### src/rtl/inst_decoder.sv
// x86-64 long-mode instruction-length decoder with retire count and sticky illegal flag.
// Optional INST_DECODER_TRACE_EN: simulation-only trace of each decoded instruction.
module inst_decoder (
  input  logic         clk,
  input  logic         reset,
  input  logic         valid,
  input  logic [0:119] decode_bytes,
  output logic [3:0]   bytes_decoded,
  output logic         illegal,
  output logic         has_modrm,
  output logic [1:0]   opcode_map,
  output logic [31:0]  inst_count,
  output logic         illegal_seen
);

  logic [7:0] b [16];
  logic [3:0] pc;
  logic       stop;
  logic       p66;
  logic       p67;
  logic       too_many;
  logic       rex_hit;
  logic       w;
  logic       osz16;
  logic [3:0] op_pos;
  logic [3:0] ol;
  logic [1:0] map;
  logic [7:0] o;
  logic [3:0] mpos;
  logic [7:0] modrm;
  logic [2:0] sib_base;
  logic       modrm_en;
  logic       sib_en;
  logic [3:0] disp;
  logic [3:0] imm;
  logic       ill_op;
  logic [5:0] len;
  logic       ill;
  logic       active;

  function automatic logic is_pfx(input logic [7:0] x);
    return x inside {8'hF0, 8'hF2, 8'hF3, 8'h2E, 8'h36, 8'h3E,
                     8'h26, 8'h64, 8'h65, 8'h66, 8'h67};
  endfunction

  function automatic logic m0_modrm(input logic [7:0] x);
    return (x < 8'h40 && !x[2]) ||
      x inside {8'h63, 8'h69, 8'h6B, [8'h80:8'h8F], 8'hC0, 8'hC1,
                8'hC6, 8'hC7, [8'hD0:8'hD3], [8'hD8:8'hDF],
                8'hF6, 8'hF7, 8'hFE, 8'hFF};
  endfunction

  function automatic logic m0_illegal(input logic [7:0] x);
    return x inside {8'h06, 8'h07, 8'h0E, 8'h16, 8'h17, 8'h1E,
                     8'h1F, 8'h27, 8'h2F, 8'h37, 8'h3F, 8'h60,
                     8'h61, 8'h62, 8'h82, 8'h9A, 8'hC4, 8'hC5,
                     8'hD4, 8'hD5, 8'hD6, 8'hEA, 8'hCE};
  endfunction

  function automatic logic [3:0] m0_imm(
    input logic [7:0] x,
    input logic [2:0] rg,
    input logic       o16,
    input logic       rw,
    input logic       a32
  );
    logic [3:0] z;
    z = o16 ? 4'd2 : 4'd4;
    if ((x < 8'h40 && x[2:0] == 3'd4) ||
        x inside {8'h6A, 8'h6B, [8'h70:8'h7F], 8'h80, 8'h83,
                  8'hA8, [8'hB0:8'hB7], 8'hC0, 8'hC1, 8'hC6,
                  8'hCD, [8'hE0:8'hE7], 8'hEB} ||
        (x == 8'hF6 && rg[2:1] == 2'd0))
      return 4'd1;
    else if ((x < 8'h40 && x[2:0] == 3'd5) ||
             x inside {8'h68, 8'h69, 8'h81, 8'hA9, 8'hC7,
                       8'hE8, 8'hE9} ||
             (x == 8'hF7 && rg[2:1] == 2'd0))
      return z;
    else if (x inside {[8'hB8:8'hBF]})
      return rw ? 4'd8 : z;
    else if (x == 8'hC2 || x == 8'hCA)
      return 4'd2;
    else if (x == 8'hC8)
      return 4'd3;
    else if (x inside {[8'hA0:8'hA3]})
      return a32 ? 4'd4 : 4'd8;
    else
      return 4'd0;
  endfunction

  function automatic logic m1_nomodrm(input logic [7:0] x);
    return x inside {[8'h05:8'h09], 8'h0B, 8'h0E, [8'h30:8'h37],
                     8'h77, [8'h80:8'h8F], [8'hA0:8'hA2],
                     [8'hA8:8'hAA], [8'hC8:8'hCF]};
  endfunction

  function automatic logic [3:0] m1_imm(input logic [7:0] x);
    if (x inside {[8'h70:8'h73], 8'hA4, 8'hAC, 8'hBA, 8'hC2,
                  [8'hC4:8'hC6]})
      return 4'd1;
    else if (x inside {[8'h80:8'h8F]})
      return 4'd4;
    else
      return 4'd0;
  endfunction

  // Split the window into bytes; the spare slot keeps indexing in range.
  always_comb begin
    for (int k = 0; k < 15; k++) b[k] = decode_bytes[k*8 +: 8];
    b[15] = 8'h00;
  end

  // Walk prefixes, REX, opcode, ModRM/SIB and sum the instruction length.
  always_comb begin
    pc   = 4'd0;
    stop = 1'b0;
    p66  = 1'b0;
    p67  = 1'b0;
    for (int i = 0; i < 4; i++) begin
      if (!stop && is_pfx(b[i])) begin
        pc = pc + 4'd1;
        if (b[i] == 8'h66) p66 = 1'b1;
        if (b[i] == 8'h67) p67 = 1'b1;
      end else begin
        stop = 1'b1;
      end
    end
    too_many = (pc == 4'd4) && is_pfx(b[4]);
    rex_hit  = (b[pc][7:4] == 4'h4);
    w        = rex_hit & b[pc][3];
    osz16    = p66 & ~w;
    op_pos   = pc + {3'd0, rex_hit};
    map = 2'd0;
    ol  = 4'd1;
    o   = b[op_pos];
    if (b[op_pos] == 8'h0F) begin
      if (b[op_pos + 4'd1] == 8'h38) begin
        map = 2'd2;
        ol  = 4'd3;
        o   = b[op_pos + 4'd2];
      end else if (b[op_pos + 4'd1] == 8'h3A) begin
        map = 2'd3;
        ol  = 4'd3;
        o   = b[op_pos + 4'd2];
      end else begin
        map = 2'd1;
        ol  = 4'd2;
        o   = b[op_pos + 4'd1];
      end
    end
    mpos     = op_pos + ol;
    modrm    = b[mpos];
    sib_base = b[mpos + 4'd1][2:0];
    modrm_en = 1'b0;
    imm      = 4'd0;
    ill_op   = 1'b0;
    case (map)
      2'd0: begin
        modrm_en = m0_modrm(o);
        ill_op   = m0_illegal(o);
        imm      = m0_imm(o, modrm[5:3], osz16, w, p67);
      end
      2'd1: begin
        modrm_en = ~m1_nomodrm(o);
        imm      = m1_imm(o);
      end
      2'd2: modrm_en = 1'b1;
      default: begin
        modrm_en = 1'b1;
        imm      = 4'd1;
      end
    endcase
    sib_en = modrm_en && modrm[7:6] != 2'd3 && modrm[2:0] == 3'd4;
    disp   = 4'd0;
    if (modrm_en) begin
      if (modrm[7:6] == 2'd1)
        disp = 4'd1;
      else if (modrm[7:6] == 2'd2)
        disp = 4'd4;
      else if (modrm[7:6] == 2'd0 && modrm[2:0] == 3'd5)
        disp = 4'd4;
      else if (modrm[7:6] == 2'd0 && sib_en && sib_base == 3'd5)
        disp = 4'd4;
    end
    len = {2'b0, op_pos} + {2'b0, ol} + {5'b0, modrm_en} +
          {5'b0, sib_en} + {2'b0, disp} + {2'b0, imm};
    ill = too_many | ill_op | (len > 6'd15);
  end

  // Gate results with valid and reset; an illegal start consumes nothing.
  always_comb begin
    active        = valid & ~reset;
    bytes_decoded = (active & ~ill) ? len[3:0] : 4'd0;
    illegal       = active & ill;
    has_modrm     = active & ~ill & modrm_en;
    opcode_map    = (active & ~ill) ? map : 2'd0;
  end

  // Count consumed instructions and latch any illegal window.
  always_ff @(posedge clk) begin
    if (reset) begin
      inst_count   <= 32'd0;
      illegal_seen <= 1'b0;
    end else begin
      if (bytes_decoded != 4'd0) inst_count <= inst_count + 32'd1;
      if (illegal) illegal_seen <= 1'b1;
    end
  end

`ifdef INST_DECODER_TRACE_EN
  // Simulation trace of every consumed or rejected instruction.
  always @(posedge clk) begin
    if (bytes_decoded != 4'd0)
      $display("inst_decoder: win=%h len=%0d map=%0d op=%h",
               decode_bytes, bytes_decoded, opcode_map, o);
    if (illegal)
      $display("inst_decoder: error: illegal instruction win=%h",
               decode_bytes);
  end
`endif

endmodule

### config.mk
export PLATFORM = sky130hd
export DESIGN_NAME = inst_decoder
export DESIGN_NICKNAME = d
export VERILOG_FILES = /design/src/rtl/inst_decoder.sv
export SDC_FILE = /design/constraint.sdc
export NUM_CORES = 1
export LEC_CHECK = 0
export ABC_CLOCK_PERIOD_IN_PS = 52200
export CORE_AREA = 2 2 136 138
export CTS_CLUSTER_SIZE = 10
export DETAILED_ROUTE_END_ITERATION = 6
export DIE_AREA = 0 0 138 140
export PLACE_DENSITY = 0.85
export SETUP_SLACK_MARGIN = 0.4
export SKIP_CTS_REPAIR_TIMING = 1
export SLEW_MARGIN = 0
export SYNTH_ARGS = -nofsm -noshare
export SYNTH_HDL_FRONTEND = slang
export SYNTH_SLANG_ARGS = --single-unit
### constraint.sdc
create_clock -name clk -period 52.2 [get_ports clk]
set_clock_uncertainty 0.1 [all_clocks]
set_input_delay 13.05 -clock clk [delete_from_list [all_inputs] [get_ports clk]]
set_output_delay 13.05 -clock clk [all_outputs]
set_load 0.02 [all_outputs]
# Word-level counts from Yosys, hierarchy flattened
# Index checks and enable logic that the tools add are counted.
# word_totals
regBits,33
elab_cells,317
out_inout_bits,41
# op_classes
reduce_logical,53
muxes,71
n_eq_ne,123
bitwise_logic,18
n_lt_le_gt_ge,36
addsub,14
# ops
op,n
"equality test 8 bit, second input constant",47
"equality test 8 x 7 -> 1 bit, second input constant",29
"equality test 8 x 6 -> 1 bit, second input constant",26
binary-select mux 8 bit (select 4 bit),6
2-to-1 mux 8 bit,13
"<= comparator 8 bit, second input constant",11
"greater-or-equal comparator 8 bit, second input constant",10
nonzero test 11 bit,5
2-to-1 mux 4 bit,12
"adder 32 x 1 -> 32 bit, second input constant",1
"equality test 8 x 5 -> 1 bit, second input constant",4
"greater-or-equal comparator 5 bit, second input constant",6
2-to-1 mux 3 bit,10
NOT 4 -> 5 bit,6
logical AND 1 bit,29
"equality test 8 x 4 -> 1 bit, second input constant",3
2-to-1 mux 1 bit,23
nonzero test 23 bit,1
"adder 4 x 1 -> 4 bit, second input constant",5
"equality test 8 x 3 -> 1 bit, second input constant",2
"<= comparator 8 x 7 -> 1 bit, second input constant",2
"equality test 3 bit, second input constant",5
nonzero test 14 bit,1
nonzero test 13 bit,1
31 further kinds,57

# Depth between registers and ports, before layout
# Gate-level depths: netlist (run 1).
# logic_depth
ltp_word,48
depth_mapped,59
depth_no_buf,54

# Worst setup path after synthesis (run 1)
# No wires, ideal clock.
# synth_timing
kind,input -> output
startpoint,input port decode_bytes[30] in the netlist's numbering
endpoint,output port bytes_decoded[1]
cell_stages,52
required_ns,39.050
arrival_ns,23.661
slack_ns,15.389
path_cell_list,mux2_4 o22a_1 a211oi_4 nor2_1 o21ai_1 inv_1 a311o_1 nand3_1 nand3_1 ha_1 ha_1 ha_1 buf_2 buf_2 buf_2 mux4_2 nor4b_1 nand3_1 [... 16 more ...] nand2_1 a21o_1 fa_1 inv_1 ha_1 inv_1 fa_1 nor2_1 nand4_1 o21a_1 o22ai_1 nand2_1 a31oi_1 nand3_1 nor4_2 nand2_2 buf_6 nor2_1
# synth_between
elab_chain_cells,41
elab_cells_between_ends,229
# synth_rtl
item,line_no,source
from (decl),7,"input logic [0:119] decode_bytes,"
branches (longest 40 deep; another with adder 4 x 1 -> 4 bit),--,
2-to-1 mux 4 bit *,194,bytes_decoded = (active & ~ill) ? len[3:0] : 4'd0;
to (decl),8,"output logic [3:0] bytes_decoded,"
# Every way passes the cells marked *. The select of a mux whose other input is x is not followed.

# Final worst setup path (run 1)
# layout_timing
startpoint,input port decode_bytes[24] in the netlist's numbering
endpoint,output port bytes_decoded[1]
# Same word-level chain as after synthesis.

==> results_dict.tcl, run 1 <==
set metrics [dict create \
    yosys-top-cells-count "nand2_1, nor2_1, mux4_2" \
    cp_max_fo 65 \
    gp_congestion 1.04 \
    synth_mux_area_frac 0.314 \
    synth_top_family_by_area "multiplexers" \
    yosysMostFrequentCell "nand2_1" \
    min_path_cells 1 \
    firstDrtPassIters 7 \
    io_pins 164 \
    holdPathEnd "illegal_seen$_SDFFE_PP0P_" \
    cp.arrival_ps 28790 \
    synthXorXnorAreaFrac 0.0373 \
    fin_area_um2 10300 \
    reg2reg_to "inst_count[30]$_SDFFE_PP0P_" \
    dpl-instance-area_um2 10200 \
    port-buffer-count 163 \
    tritoncts "built" \
    cp_slowest_stage_delay_ps 1250 \
    drc 0 \
    drt_iter0_drc 1242 \
    cp.required_ps 39050 \
    place_inst 1351 \
    post-place-ws_ps 10580 \
    path_clk_slew_ps 50 \
    cts_buffer_depth 2 \
    synthArstFlopShare 0 \
    slowest_stage "fa_1" \
    relSlewSlack 0.284 \
    ys_ff_latch 33 \
    max_slew.worst_pin.slew_ps 1070 \
    synth_top_area_share 0.216 \
    cp.depth 52 \
    die_x_um 138 \
    route.vias.total 9522 \
    instances_no_fill 1358 \
    power_mw 0.127 \
    slew_viol_final 0 \
    die_y_um 140 \
    fp.coreArea_um2 17800 \
    cts_sinks 33 \
    synth_cells 1017 \
    wl_per_cell_um 23.8 \
    grt_overflow 0 \
    htree_levels 2 \
    synth_largest_area_cell "mux4_2" \
    syn_nets 1165 \
    rows 49 \
    min_path_type "flip-flop to flip-flop" \
    synth_cell_types 107 \
    setup_viol 0 \
    yosys-top-cells-area "mux4_2, dfxtp_1, mux2i_1, nand2_1, nor2_1" \
    grt_max_degree 70 \
    final.setup.tns_ps 0 \
    diodes 0 \
    grt_pass1_wl_um 50600 \
    hold_viol 0 \
    final_core_utilization 0.582 \
    ir_drop_v 0.0000232 \
    seq_area_frac_synth 0.0772 \
    cap_violations 0 \
    initial_core_util 0.481 \
    floorplan.die_area_um2 19300 \
    p_per_area_nw_per_um2 12.3 \
    netlist_area_um2 8560 \
    rsz0062_at_grt "false" \
    layout_min_cycle_time_ps 41940 \
    max_freq_mhz 23.8 \
    hold_start "illegal_seen$_SDFFE_PP0P_" \
    ys.flop_type "dfxtp_1" \
    fill_cells 1600 \
    antenna_found_initial 0 \
    cp_num_buf_inv 8 \
    vias_per_cell 7.01 \
    clk_latency_ps 280 \
    path_class "primary input to output pin" \
    wl_um 32300 \
    outcome "complete, no violations" \
    reg2reg_depth 14 \
    crit_family "simple AND/OR/NAND/NOR gates" \
    avgSynthCellArea_um2 8.42 \
    reg2reg_from "inst_count[2]$_SDFFE_PP0P_" \
    cts-root-buf "clkbuf_16" \
    whs_ps 400 \
    fin_ws_ps 10260 \
    synth-compound-area-share 0.204 \
    grt.total_usage 0.323 \
    numCtsBuffers 5 \
    drive_gt1_frac 0.148 \
    start_kind "primary input" \
    reg2reg_slack_ps 48030 \
    dp_hpwl_um 25200 \
    ant_nets 0 \
    synth_edf_count 0 \
    syn2layout_area_growth_pct 20.8 \
    yosys.area_share.simple 0.263 \
    p_leak_nw 3.45 \
    synth_warnings 0 \
    post-route-period-util 0.803 \
    cp-end-kind "output pin" \
    grt_pass1_vias 9037 \
    synth_fa_ha_area_frac 0.0427 \
    nets 1277 \
]
==> metal layers <==
layer | wire (um) | global-route usage | share of wire
met5 | 0 | 0 | 0
met4 | 2040 | 0.170 | 0.063
met3 | 4230 | 0.0684 | 0.13
met2 | 14600 | 0.523 | 0.45
met1 | 11400 | 0.407 | 0.35
==> sequential cells by signal, indices dropped and copies added, names as in the netlist <==
signal        count
inst_count       32
illegal_seen      1
==> worst max path at each step <==
stage | slack (ps) | endpoint | from
global placement | 10990 | bytes_decoded[1] | decode_bytes[24]
CTS | 10540 | bytes_decoded[1] | decode_bytes[30]
global route | 9130 | bytes_decoded[1] | decode_bytes[25]
finish | 10260 | bytes_decoded[1] | decode_bytes[24]
detailed placement | 10580 | bytes_decoded[1] | decode_bytes[30]
floorplan | 15390 | bytes_decoded[1] | decode_bytes[30]
==> cell type report <==
cell class	instances	area (um2)	area share
repair buffers	172	1700	0.164
inverters	42	158	0.0152
flip-flops and latches	33	661	0.0639
well taps	229	287	0.0277
clock buffers	7	143	0.0138
multi-input cells	875	7390	0.715
==> kinds of logic (layout without fill, tap and decap cells) <==
| logic type | count (synthesis) | count (layout) |
|---|---|---|
| adders and majority gates | 25 | 25 |
| xor gates and xnor gates | 28 | 28 |
| buffers and inverters | 109 | 221 |
| AOI/OAI and AO/OA | 236 | 236 |
| and+or+nand+nor | 424 | 424 |
| muxes | 162 | 162 |
| DFF | 33 | 33 |
==> power by group <==
| part | total, mW | switching (mW) | internal (mW) |
|---|---|---|---|
| clock | 0.0292 | 0.0105 | 0.0187 |
| combinational | 0.0723 | 0.0401 | 0.0322 |
| sequential | 0.0258 | 0.000316 | 0.0255 |
==> worst register-to-register path, delay by kind of cell (launching register included) <==
kind	cells	cell delay, ps
AOI/OAI and AO/OA	1	150
DFF	1	480
and+or+nand+nor	13	3360
==> layout by cell type (no fill, tap or decap), types with 18 or more instances in the layout <==
cell type | synthesis | layout
o21ai_0 | 54 | 54
inv_1 | 39 | 39
nor4_1 | 18 | 18
nand3_1 | 38 | 38
nand2_1 | 107 | 107
mux2_2 | 18 | 18
and3_1 | 19 | 19
dfxtp_1 | 33 | 33
xnor2_1 | 21 | 21
clkdlybuf4s50_1 | 0 | 163
a21oi_1 | 43 | 43
nor2b_1 | 27 | 27
nor2_1 | 90 | 90
nor3_1 | 24 | 24
mux2i_1 | 56 | 56
mux4_2 | 82 | 82
Power figures use the tool's default switching activity.
==> run 2, diff against run 1 <==
Settings changed: ABC_CLOCK_PERIOD_IN_PS 52200 to 40600.
Clock period 52.2 ns to 40.6 ns, I/O delays scaled along.
==> results_dict.tcl, run 2 (synthesized netlist as in run 1, its figures left out) <==
set metrics [dict create \
    dp_hpwl_um 25200 \
    grt_pass1_wl_um 50700 \
    start_kind "primary input" \
    top_register "inst_count" \
    grt_max_degree 69 \
    cp.arrival_ps 25400 \
    max_slew.worst_pin.slew_ps 1100 \
    min_path_cells 1 \
    hold_start "illegal_seen$_SDFFE_PP0P_" \
    rsz0062_at_grt "false" \
    numCtsBuffers 5 \
    die_y_um 140 \
    final_cell_mix "clkdlybuf4s50_1, nand2_1, nor2_1" \
    floorplan.die_area_um2 19300 \
    path_clk_slew_ps 50 \
    clk_latency_ps 280 \
    tritoncts "built" \
    cp_max_fo 65 \
    outcome "complete, no violations" \
    hold_viol 0 \
    p_leak_nw 3.47 \
    antenna_found_initial 0 \
    cts-root-buf "clkbuf_16" \
    vias_per_cell 7.08 \
    path_class "primary input to output pin" \
    gp_congestion 1.03 \
    reg2reg_slack_ps 36430 \
    holdPathEnd "illegal_seen$_SDFFE_PP0P_" \
    rows 49 \
    reg2reg_depth 14 \
    slowest_stage "ha_2" \
    fp.coreArea_um2 17800 \
    layout_min_cycle_time_ps 35650 \
    initial_core_util 0.481 \
    max_freq_mhz 28.1 \
    route.vias.total 9627 \
    cts_buffer_depth 2 \
    cap_violations 0 \
    wl_per_cell_um 23.8 \
    final.setup.tns_ps 0 \
    slew_viol_final 0 \
    grt.total_usage 0.323 \
    ir_drop_v 0.0000356 \
    cts_sinks 33 \
    post-route-period-util 0.878 \
    firstDrtPassIters 5 \
    drc 0 \
    cp-end-kind "output pin" \
    drive_gt1_frac 0.149 \
    nets 1277 \
    relSlewSlack 0.264 \
    setup_viol 0 \
    syn2layout_area_growth_pct 21.2 \
    reg2reg_from "inst_count[2]$_SDFFE_PP0P_" \
    diodes 0 \
    wl_um 32400 \
    grt_pass1_vias 9170 \
    cp.required_ps 30350 \
    htree_levels 2 \
    final_common_cell "clkdlybuf4s50_1" \
    p_per_area_nw_per_um2 16.4 \
    min_path_type "flip-flop to flip-flop" \
    ant_nets 0 \
    drt_iter0_drc 1215 \
    grt_overflow 0 \
    io_pins 164 \
    cp_slowest_stage_delay_ps 1030 \
    largest_reg_flops 32 \
    top_regs "inst_count (32), illegal_seen (1)" \
    fill_cells 1593 \
    reg2reg_to "inst_count[30]$_SDFFE_PP0P_" \
    die_x_um 138 \
    power_mw 0.171 \
    port-buffer-count 163 \
]
==> run 2: changes by cell type in the layout (fill, tap and decap cells not counted) <==
cell | previous run | this run
bufinv_16 | 0 | 1
==> run 2: worst max-delay path, delay by kind of cell <==
| family | cells | cell delay (ps) |
|---|---|---|
| AO/OA/AOI/OAI | 14 | 3980 |
| multiplexers | 2 | 450 |
| AND/OR/NAND/NOR | 20 | 4010 |
| buffers and inverters | 9 | 3150 |
| adder cells (fa/ha/maj) | 8 | 3580 |
==> run 2: how the worst max path moves through the flow <==
stage	startpoint	end	slack (ps)	depth (start not counted)
2_1_floorplan	decode_bytes[30]	bytes_decoded[1]	9590	52
3_3_place_gp	decode_bytes[30]	bytes_decoded[1]	5750	52
3_5_place_dp	decode_bytes[30]	bytes_decoded[1]	5250	53
4_1_cts	decode_bytes[30]	bytes_decoded[1]	5230	53
5_1_grt	decode_bytes[25]	bytes_decoded[1]	3900	53
6_report	decode_bytes[30]	bytes_decoded[1]	4950	53
==> run 2: area by class of cell <==
type	count	area, um2	area share
Multi-Input combinational cell	875	7390	0.713
Timing Repair Buffer	172	1700	0.164
Inverter	42	158	0.0152
Sequential cell	33	661	0.0637
Tap cell	229	287	0.0276
Clock inverter	1	30.0	0.00290
Clock buffer	7	143	0.0138
==> run 2: where the power goes <==
group | internal, mW | switching, mW
registers | 0.0327 | 0.000401
clock network | 0.0306 | 0.0137
logic | 0.0413 | 0.0518
total | 0.105 | 0.0658
==> run 2: routing by layer <==
layer | global-route usage | vias to the layer above | share of wire
li1 | - | 4184 | -
met3 | 0.0557 | 157 | 0.12
met1 | 0.412 | 4494 | 0.36
met4 | 0.164 | 0 | 0.060
met2 | 0.529 | 792 | 0.46
met5 | 0 | - | 0
==> run 2: metrics by stage <==
stage	hold slack, ps	util	cells	instance area, um2	setup slack (ps)
6_report	389	0.583	1359	10400	4950
5_1_grt	401	0.583	1359	10400	3900
4_1_cts	383	0.583	1359	10400	5230
3_5_place_dp	371	0.574	1351	10200	5250
3_3_place_gp	372	0.574	1351	10200	5750
2_1_floorplan	455	-	1017	8560	9590
==> run 3, diff against run 2 <==
Settings changed: SETUP_SLACK_MARGIN 0.4 to unset.
==> results of run 3 <==
The final DEF is identical to that of run 2; final timing and power are the same.
